`config.mk`:
```
export PLATFORM = sky130hd
export DESIGN_NAME = speed_ctrl
export DESIGN_NICKNAME = d
export VERILOG_FILES = /design/src/rtl/speed_ctrl_pkg.sv /design/src/rtl/speed_ctrl_btn_debounce.sv /design/src/rtl/speed_ctrl.sv
export SDC_FILE = /design/constraint.sdc
export NUM_CORES = 1
export LEC_CHECK = 0
export BUFFER_PORTS_ARGS = -buffer_cell sky130_fd_sc_hd__buf_2
export CAP_MARGIN = 20
export CORE_UTILIZATION = 47
export CTS_CLUSTER_DIAMETER = 50
export DETAILED_ROUTE_END_ITERATION = 8
export GPL_ROUTABILITY_DRIVEN = 0
export PLACE_DENSITY = 0.66
export SKIP_LAST_GASP = 1
export SLEW_MARGIN = 20
export SYNTH_ARGS = -nofsm -noshare
export SYNTH_HDL_FRONTEND = slang
export SYNTH_SLANG_ARGS = --single-unit
```
`constraint.sdc`:
```
create_clock -name clk_i -period 1.6 [get_ports clk_i]
set_clock_uncertainty 0.15 [all_clocks]
set_input_delay 0.4 -clock clk_i [delete_from_list [all_inputs] [get_ports clk_i]]
set_output_delay 0.4 -clock clk_i [all_outputs]
set_load 0.02 [all_outputs]
```
`src/rtl/speed_ctrl_pkg.sv`:
```
`default_nettype none
// ============================================================================
// Module   : speed_ctrl_pkg
// Purpose  : Shared types and constants for the front-panel speed controller.
//            Holds the speed-code width, the controller state encoding and
//            named speed codes matching the counter's set_speed selector.
// Ports    : none (package)
// Revision : 1.0 - initial release
// ============================================================================
package speed_ctrl_pkg;

  localparam int SPEED_W = 3;

  typedef enum logic [1:0] {
    MANUAL    = 2'd0,
    AUTO_UP   = 2'd1,
    AUTO_DOWN = 2'd2
  } speed_state_t;

  // Named codes understood by the adjustable counter (tick period per code).
  localparam logic [SPEED_W-1:0] SPD_2S    = 3'd0;
  localparam logic [SPEED_W-1:0] SPD_1S    = 3'd1;
  localparam logic [SPEED_W-1:0] SPD_500MS = 3'd2;
  localparam logic [SPEED_W-1:0] SPD_250MS = 3'd3;
  localparam logic [SPEED_W-1:0] SPD_115MS = 3'd4;
  localparam logic [SPEED_W-1:0] SPD_57MS  = 3'd5;

endpackage
`default_nettype wire

```
`src/rtl/speed_ctrl_btn_debounce.sv`:
```
`default_nettype none
// ============================================================================
// Module   : btn_debounce
// Purpose  : Synchronises one raw push-button into clk_i, debounces it with a
//            stable-cycle counter and emits a one-cycle press pulse on each
//            debounced 0->1 transition.
// Ports    : clk_i   - system clock
//            rst_i   - synchronous active-high reset
//            btn_i   - raw asynchronous button level
//            level_o - debounced button level
//            press_o - one-cycle pulse per debounced press
// Params   : DEB_CYCLES - consecutive differing cycles needed to flip level
// Revision : 1.0 - initial release
// ============================================================================
module btn_debounce #(
  parameter int unsigned DEB_CYCLES = 1_000_000
) (
  input  logic clk_i,
  input  logic rst_i,
  input  logic btn_i,
  output logic level_o,
  output logic press_o
);

  localparam int unsigned CNT_W = (DEB_CYCLES > 1) ? $clog2(DEB_CYCLES) : 1;
  localparam logic [CNT_W-1:0] CNT_LAST = CNT_W'(DEB_CYCLES - 1);

  logic             sync1_q;
  logic             sync2_q;
  logic             level_q;
  logic             level_d;
  logic             level_prev_q;
  logic             press_q;
  logic [CNT_W-1:0] cnt_q;
  logic [CNT_W-1:0] cnt_d;

  // Count cycles where the synchronised input disagrees with the debounced
  // level; any agreement restarts the count.
  always_comb begin
    level_d = level_q;
    cnt_d   = '0;
    if (sync2_q != level_q) begin
      if (cnt_q == CNT_LAST) begin
        level_d = sync2_q;
      end else begin
        cnt_d = cnt_q + 1'b1;
      end
    end
  end

  always_ff @(posedge clk_i) begin
    if (rst_i) begin
      sync1_q      <= 1'b0;
      sync2_q      <= 1'b0;
      level_q      <= 1'b0;
      level_prev_q <= 1'b0;
      press_q      <= 1'b0;
      cnt_q        <= '0;
    end else begin
      sync1_q      <= btn_i;
      sync2_q      <= sync1_q;
      level_q      <= level_d;
      cnt_q        <= cnt_d;
      level_prev_q <= level_q;
      // Registered rising-edge detect of the debounced level.
      press_q      <= level_q & ~level_prev_q;
    end
  end

  assign level_o = level_q;
  assign press_o = press_q;

endmodule
`default_nettype wire

```
`src/rtl/speed_ctrl.sv`:
```
`default_nettype none
// ============================================================================
// Module   : speed_ctrl
// Purpose  : Front-panel controller for the counter's 3-bit speed selector.
//            Debounces up/down/mode buttons and keeps the current speed code.
//            Manual mode steps the code on presses (saturating); auto mode
//            ping-pongs through 0..MAX_SPEED on a dwell timer.
// Ports    : clk_i       - 100 MHz system clock
//            rst_i       - synchronous active-high reset
//            btn_up_i    - raw up button
//            btn_down_i  - raw down button
//            btn_mode_i  - raw mode button (ignored without auto feature)
//            set_speed_o - speed code to the counter
//            auto_o      - high while in auto mode
//            speed_upd_o - one-cycle pulse when set_speed_o changes
// Config   : SPEED_CTRL_AUTO_EN - when defined, builds the auto states, dwell
//            timer and mode-button debouncer; otherwise manual only.
// Revision : 1.0 - initial release
// ============================================================================
module speed_ctrl
  import speed_ctrl_pkg::*;
#(
  parameter int unsigned DEB_CYCLES   = 1_000_000,
  parameter int unsigned DWELL_CYCLES = 500_000_000,
  parameter int unsigned MAX_SPEED    = 5,
  parameter int unsigned INIT_SPEED   = 1
) (
  input  logic               clk_i,
  input  logic               rst_i,
  input  logic               btn_up_i,
  input  logic               btn_down_i,
  input  logic               btn_mode_i,
  output logic [SPEED_W-1:0] set_speed_o,
  output logic               auto_o,
  output logic               speed_upd_o
);

  localparam logic [SPEED_W-1:0] MAX_CODE  = SPEED_W'(MAX_SPEED);
  localparam logic [SPEED_W-1:0] INIT_CODE = SPEED_W'(INIT_SPEED);

  logic up_press_w;
  logic down_press_w;
  logic up_level_unused;
  logic down_level_unused;

  btn_debounce #(.DEB_CYCLES(DEB_CYCLES)) u_deb_up (
    .clk_i   (clk_i),
    .rst_i   (rst_i),
    .btn_i   (btn_up_i),
    .level_o (up_level_unused),
    .press_o (up_press_w)
  );

  btn_debounce #(.DEB_CYCLES(DEB_CYCLES)) u_deb_down (
    .clk_i   (clk_i),
    .rst_i   (rst_i),
    .btn_i   (btn_down_i),
    .level_o (down_level_unused),
    .press_o (down_press_w)
  );

`ifdef SPEED_CTRL_AUTO_EN
  localparam int unsigned DWELL_W = (DWELL_CYCLES > 1) ? $clog2(DWELL_CYCLES) : 1;
  localparam logic [DWELL_W-1:0] DWELL_LAST = DWELL_W'(DWELL_CYCLES - 1);

  logic               mode_press_w;
  logic               mode_level_unused;
  logic               auto_q;
  logic [DWELL_W-1:0] dwell_q;

  btn_debounce #(.DEB_CYCLES(DEB_CYCLES)) u_deb_mode (
    .clk_i   (clk_i),
    .rst_i   (rst_i),
    .btn_i   (btn_mode_i),
    .level_o (mode_level_unused),
    .press_o (mode_press_w)
  );
`else
  logic unused_mode_w;
  assign unused_mode_w = btn_mode_i | (DWELL_CYCLES == 0);
`endif

  speed_state_t       state_q;
  logic [SPEED_W-1:0] speed_q;
  logic               upd_q;

  // Manual-mode step: opposing presses cancel, saturated presses are silent.
  logic [SPEED_W-1:0] step_speed_d;
  logic               step_upd_d;

  always_comb begin
    step_speed_d = speed_q;
    step_upd_d   = 1'b0;
    if (up_press_w && !down_press_w) begin
      if (speed_q < MAX_CODE) begin
        step_speed_d = speed_q + 1'b1;
        step_upd_d   = 1'b1;
      end
    end else if (down_press_w && !up_press_w) begin
      if (speed_q != '0) begin
        step_speed_d = speed_q - 1'b1;
        step_upd_d   = 1'b1;
      end
    end
  end

  always_ff @(posedge clk_i) begin
    if (rst_i) begin
      state_q <= MANUAL;
      speed_q <= INIT_CODE;
      upd_q   <= 1'b0;
`ifdef SPEED_CTRL_AUTO_EN
      auto_q  <= 1'b0;
      dwell_q <= '0;
`endif
    end else begin
      upd_q <= 1'b0;
      unique case (state_q)
        MANUAL: begin
`ifdef SPEED_CTRL_AUTO_EN
          if (mode_press_w) begin
            state_q <= AUTO_UP;
            auto_q  <= 1'b1;
            dwell_q <= '0;
          end else
`endif
          begin
            speed_q <= step_speed_d;
            upd_q   <= step_upd_d;
          end
        end
`ifdef SPEED_CTRL_AUTO_EN
        AUTO_UP, AUTO_DOWN: begin
          // A mode press takes priority over a coincident dwell expiry.
          if (mode_press_w) begin
            state_q <= MANUAL;
            auto_q  <= 1'b0;
            dwell_q <= '0;
          end else if (dwell_q == DWELL_LAST) begin
            dwell_q <= '0;
            upd_q   <= 1'b1;
            if (state_q == AUTO_UP) begin
              if (speed_q < MAX_CODE) begin
                speed_q <= speed_q + 1'b1;
              end else begin
                state_q <= AUTO_DOWN;
                speed_q <= speed_q - 1'b1;
              end
            end else begin
              if (speed_q != '0) begin
                speed_q <= speed_q - 1'b1;
              end else begin
                state_q <= AUTO_UP;
                speed_q <= speed_q + 1'b1;
              end
            end
          end else begin
            dwell_q <= dwell_q + 1'b1;
          end
        end
`endif
        default: begin
          state_q <= MANUAL;
`ifdef SPEED_CTRL_AUTO_EN
          auto_q  <= 1'b0;
          dwell_q <= '0;
`endif
        end
      endcase
    end
  end

  assign set_speed_o = speed_q;
  assign speed_upd_o = upd_q;
`ifdef SPEED_CTRL_AUTO_EN
  assign auto_o      = auto_q;
`else
  assign auto_o      = 1'b0;
`endif

endmodule
`default_nettype wire

```
==> impl_metrics.env, run 1 <==
export IMPL_status="complete, but fails checks"
export IMPL_violations="negative setup slack"
export IMPL_core_rowCount=25
export IMPL_ctsHoldBuffers=0
export IMPL_htreeDepth=2
export IMPL_fin_crit_ns=1.72
export IMPL_cts_root_buf="clkbuf_8"
export IMPL_synth_fp_nets=272
export IMPL_die_h_um=73.5
export IMPL_finalWorstSetupSlack_ns=-0.121
export IMPL_postLayoutCoreUtil=0.736
export IMPL_cts_sinks=54
export IMPL_cp_end_kind="flop"
export IMPL_firstDrtPassIters=4
export IMPL_die_x_um=73.5
export IMPL_yosys_warnings=0
export IMPL_post_drt_wl_per_cell_um=15.0
export IMPL_synthCells=262
export IMPL_grt_use_met1=0.297
export IMPL_grt_overflow_total=0
export IMPL_clk_path_buf_depth=2
export IMPL_synth_area_per_cell_um2=9.17
export IMPL_p_leak_nw=1.27
export IMPL_route_vias_total=2228
export IMPL_grt_busiest_layer="met2"
export IMPL_cp_max_fo=5
export IMPL_cp_start_kind="flop"
export IMPL_area_delta_synth_final_pct=47.5
export IMPL_drc=0
export IMPL_dpl_hpwl_um=3610
export IMPL_fin_setup_tns_ns=-2.38
export IMPL_seq_area_frac_synth=0.450
export IMPL_clk_latency_ns=0.30
export IMPL_grt_max_degree=18
export IMPL_timing_fmax_mhz=581
export IMPL_ys_types=39
export IMPL_syn_area_um2=2400
export IMPL_cts_tree="built"
export IMPL_instances_no_fill=414
export IMPL_fp_coreArea_um2=4820
export IMPL_dpl_worst_slack_ns=-0.245
export IMPL_portBuffers=7
export IMPL_setup_viol=41
export IMPL_antenna_found_initial=0
export IMPL_power_density_nw_per_um2=612
export IMPL_ant_nets=0
export IMPL_drv_cap=0
export IMPL_post_route_period_util=1.08
export IMPL_grt_use_met2=0.405
export IMPL_layout_drive_gt1_share=0.507
export IMPL_n_antenna_cell=0
export IMPL_crit_required_ns=1.65
export IMPL_slew_violations=0
export IMPL_vias_per_cell=5.38
export IMPL_fin_nets=356
export IMPL_post_place_cells=388
export IMPL_crit_arrival_ns=1.77
export IMPL_worstSetupPathType="reg -> reg"
export IMPL_most_common_layout_cells="buf_4 (67), dfxtp_1 (31), nor2_1 (22), dfxtp_2 (22), xnor2_1 (16)"
export IMPL_path_clk_slew_ns=0.10
export IMPL_grt_pass1_vias=2131
export IMPL_peakVddDrop_mv=0.636
export IMPL_grtUsageTotal=0.235
export IMPL_die_area_um2=5400
export IMPL_gr_usage_met3=0.0412
export IMPL_numCtsBuffers=5
export IMPL_hold_viol_final=0
export IMPL_p_total_w=0.00217
export IMPL_drt_iter0_markers=61
export IMPL_drt_wl_total_um=6210
export IMPL_final_common_cell="buf_4"
export IMPL_rsz0062_at_grt="yes"
export IMPL_start_util=0.499
export IMPL_min_path_type="in -> reg"
export IMPL_ys_ff_latch=54
export IMPL_io_pins=10
export IMPL_grt_pass1_wl_um=9810
repair_timing:
item                                    4_1_cts  5_1_grt
pin swaps                                    13       19
endpoints found under the setup margin       38       48
cloned                                        3        1
gates resized for setup                      43       53
setup buffers                                12        6
per-layer routing:
| layer | up-vias | wire, µm |
|---|---|---|
| li1 | 1092 | - |
| met1 | 1083 | 2740 |
| met2 | 41 | 3240 |
| met3 | 12 | 119 |
| met4 | 0 | 108 |
| met5 | - | 0 |
critical path, stage by stage, from the launching register on:
cell and delay [ns]:
dfxtp_2 0.36, ha_4 0.15, and3_4 0.20, nand3_4 0.08, buf_4 0.16, o21ai_4 0.20, buf_6 0.14, buf_6 0.12
nor2_1 0.05
logic make-up (layout without fill, tap and decap cells):
| family | after synthesis | after routing | share of synthesized area |
|---|---|---|---|
| muxes | 2 | 2 | 0.00833 |
| buffers and inverters | 19 | 104 | 0.0380 |
| other | 1 | 1 | 0.00156 |
| AOI/OAI and AO/OA | 26 | 26 | 0.0667 |
| and+or+nand+nor | 124 | 124 | 0.293 |
| xor gates and xnor gates | 31 | 31 | 0.113 |
| adders and majority gates | 5 | 5 | 0.0292 |
| DFF | 54 | 54 | 0.450 |
where the power goes:
| group | internal (W) | switching, W | total, W |
|---|---|---|---|
| clock | 0.000309 | 0.000450 | 0.000759 |
| sequential | 0.00135 | 0.00000360 | 0.00135 |
| combinational | 0.0000286 | 0.0000302 | 0.0000588 |
worst paths after layout:
check / start / endpoint / slack, ns / cells after the start
worst max register to register: u_deb_up.cnt_q[1]$_SDFF_PP0_ / u_deb_up.cnt_q[10]$_SDFF_PP0_ / -0.12 / 8
worst min-delay path: btn_down_i / u_deb_down.sync1_q$_SDFF_PP0_ / 0.15 / 2
worst max-delay path: u_deb_up.cnt_q[1]$_SDFF_PP0_ / u_deb_up.cnt_q[10]$_SDFF_PP0_ / -0.12 / 8
worst min register to register: u_deb_down.level_prev_q$_SDFF_PP0_ / u_deb_down.press_o$_SDFF_PP0_ / 0.24 / 1
synth_stat cells, drive strengths merged:
library cell  instances  area share
mux2i                 2      0.0083
buf                   8       0.021
conb                  1      0.0016
nor4b                 2      0.0099
inv                   9       0.014
a31o                  1      0.0036
and3                  5       0.013
and4                  7       0.027
o211a                 1      0.0042
nand2                 8       0.013
nand2b                4       0.010
nor2b                 4       0.010
nand4bb               1      0.0047
nor4                  6       0.016
nand4                16       0.048
o21ai                 7       0.016
a211oi                1      0.0031
ha                    4       0.021
or4                   4       0.013
or4b                  1      0.0042
nor3                  6       0.013
xor2                 15       0.055
o31ai                 6       0.019
or3                   4       0.010
dfxtp                54        0.45
and2                  3      0.0078
fa                    1      0.0083
nand3                14       0.031
xnor2                16       0.058
nor2                 38       0.059
a21oi                10       0.021
clkbuf                2      0.0031
nor4bb                1      0.0042
layout make-up:
class	instances	area, µm²
inverters	9	33.8
fillers	354	1270
multi-input cells	189	1530
flip-flops and latches	54	1110
clock buffers	5	68.8
repair buffers	87	693
clock inverters	3	21.3
well taps	67	83.8
per-stage QoR:
step | cell area (µm²) | hold WS (ns)
2_1_floorplan | 2480 | 0.218
3_3_place_gp | 3000 | 0.231
3_5_place_dp | 3000 | 0.224
4_1_cts | 3410 | 0.141
5_1_grt | 3540 | 0.159
6_report | 3540 | 0.152
Power figures use the tool's default switching activity.
==> inputs of run 2 (changes only) <==
--- a/config.mk
+++ b/config.mk
@@ -13,3 +13,3 @@
 export GPL_ROUTABILITY_DRIVEN = 0
-export PLACE_DENSITY = 0.66
+export PLACE_DENSITY = 0.77
 export SKIP_LAST_GASP = 1
==> constraint.sdc (replaced) <==
create_clock -name clk_i -period 1.6 [get_ports clk_i]
set_clock_uncertainty 0.15 [all_clocks]
set_input_delay 0.16 -clock clk_i [delete_from_list [all_inputs] [get_ports clk_i]]
set_output_delay 0.16 -clock clk_i [all_outputs]
set_load 0.02 [all_outputs]
==> impl_metrics.env, run 2 (same netlist as run 1, synthesis figures left out) <==
export IMPL_die_x_um=73.5
export IMPL_power_density_nw_per_um2=669
export IMPL_cts_root_buf="clkbuf_8"
export IMPL_rsz0062_at_grt="yes"
export IMPL_fin_nets=349
export IMPL_postLayoutCoreUtil=0.725
export IMPL_grt_busiest_layer="met2"
export IMPL_status="complete, but fails checks"
export IMPL_firstDrtPassIters=4
export IMPL_grt_max_degree=18
export IMPL_cp_end_kind="flop"
export IMPL_crit_start="u_deb_up.press_o$_SDFF_PP0_"
export IMPL_start_util=0.499
export IMPL_clk_path_buf_depth=2
export IMPL_r2r_cells=7
export IMPL_grt_overflow_total=0
export IMPL_grt_use_met2=0.405
export IMPL_peakVddDrop_mv=0.636
export IMPL_route_vias_total=2269
export IMPL_die_area_um2=5400
export IMPL_grt_use_met1=0.290
export IMPL_io_pins=10
export IMPL_most_common_layout_cells="buf_4 (60), dfxtp_1 (37), nor2_1 (24)"
export IMPL_dpl_hpwl_um=3490
export IMPL_hold_viol_final=0
export IMPL_path_cells="ha_4 > inv_2 > fa_2 > xor2_2 > nor4_2 > xnor2_1 > nor2_1"
export IMPL_portBuffers=7
export IMPL_drv_cap=0
export IMPL_cts_sinks=54
export IMPL_dpl_worst_slack_ns=-0.246
export IMPL_post_place_cells=379
export IMPL_n_antenna_cell=0
export IMPL_gr_usage_met3=0.0480
export IMPL_htreeDepth=2
export IMPL_grt_pass1_wl_um=9800
export IMPL_r2r_end="set_speed_o[2]$_SDFFE_PP0P_"
export IMPL_cp_endpoint="set_speed_o[2]$_SDFFE_PP0P_"
export IMPL_regToRegSetupSlack_ns=-0.27
export IMPL_path_clk_slew_ns=0.10
export IMPL_clk_latency_ns=0.31
export IMPL_post_route_period_util=1.17
export IMPL_crit_arrival_ns=1.93
export IMPL_cp_start_kind="flop"
export IMPL_final_common_cell="buf_4"
export IMPL_vias_per_cell=5.57
export IMPL_area_delta_synth_final_pct=45.3
export IMPL_drc=0
export IMPL_finalInstanceArea_um2=3490
export IMPL_crit_required_ns=1.66
export IMPL_worstSetupPathType="reg -> reg"
export IMPL_drt_iter0_markers=109
export IMPL_die_h_um=73.5
export IMPL_numCtsBuffers=5
export IMPL_timing_fmax_mhz=535
export IMPL_core_rowCount=25
export IMPL_violations="negative setup slack"
export IMPL_holdWs_ns=0.0301
export IMPL_max_stage_delay_ns=0.42
export IMPL_min_path_type="in -> reg"
export IMPL_slew_violations=0
export IMPL_drt_wl_total_um=6690
export IMPL_ant_nets=0
export IMPL_cts_tree="built"
export IMPL_instances_no_fill=407
export IMPL_place_area_um2=2930
export IMPL_grtUsageTotal=0.240
export IMPL_grt_pass1_vias=2130
export IMPL_timing_rr_start="u_deb_up.press_o$_SDFF_PP0_"
export IMPL_critPathSlowestCell="dfxtp_1"
export IMPL_post_drt_wl_per_cell_um=16.4
export IMPL_fp_coreArea_um2=4820
export IMPL_num_fill_cells=322
export IMPL_setup_viol=42
export IMPL_p_leak_nw=1.26
export IMPL_fin_crit_ns=1.87
export IMPL_antenna_found_initial=0
export IMPL_layout_drive_gt1_share=0.450
export IMPL_finalWorstSetupSlack_ns=-0.269
export IMPL_cp_max_fo=2
==> run 2: changes by cell type in the layout (fill, tap and decap cells not counted), sizes merged <==
cell / before / now
bufinv: 0 / 1
clkinv: 2 / 0
buf: 87 / 78
dlygate4sd3: 0 / 2
clkinvlp: 1 / 2
==> run 2: layer usage <==
| metal | vias to the layer above | part of all wire |
|---|---|---|
| met5 | - | 0 |
| met4 | 0 | 0.026 |
| met3 | 20 | 0.039 |
| met2 | 76 | 0.53 |
| met1 | 1093 | 0.40 |
| li1 | 1080 | - |
==> run 2: worst min-delay path by stage <==
stage,from,cells after the start,to,slack [ns]
floorplan,btn_down_i,1,u_deb_down.sync1_q$_SDFF_PP0_,0.14
global placement,u_deb_down.level_prev_q$_SDFF_PP0_,1,u_deb_down.press_o$_SDFF_PP0_,0.22
detailed placement,btn_down_i,2,u_deb_down.sync1_q$_SDFF_PP0_,0.23
CTS,rst_i,2,set_speed_o[2]$_SDFFE_PP0P_,0.007
global route,rst_i,2,u_deb_up.sync1_q$_SDFF_PP0_,0.04
finish,rst_i,2,set_speed_o[2]$_SDFFE_PP0P_,0.03
==> run 2: through the flow <==
step,power [W],TNS [ns]
detailed placement,0.00142,-2.39
finish,0.00233,-3.88
CTS,0.00235,-3.70
global placement,0.00142,-0.579
global route,0.00240,-7.09
floorplan,0.00141,-0.228
==> run 2: timing repair <==
item                       in CTS  in global routing
hold endpoints to repair        2                  0
gates resized for setup        40                 34
buffers inserted               13                  6
hold buffers                    2                  0
gates cloned                    4                  0
setup endpoints to repair      43                 45
pin swaps                       8                 13
==> run 2: final cells by class <==
class	count	area, µm²	share of cell area
clock buffer	5	68.8	0.0197
clock inverter	3	45.0	0.0129
inverter	9	33.8	0.00968
multi-input combinational	189	1500	0.430
sequential	54	1100	0.316
tap	67	83.8	0.0240
timing repair buffer	80	656	0.188
==> run 2: power by group <==
group	internal, W	switching (W)
sequential	0.00135	0.00000381
clock	0.000466	0.000454
combinational	0.0000316	0.0000305
==> run 2: critical path: cells and delay by family (launching register included) <==
family                     cells  cell delay [ns]
adders and majority gates      2             0.54
DFF                            1             0.42
xor gates and xnor gates       2             0.35
and+or+nand+nor                2             0.25
buffers and inverters          1             0.04
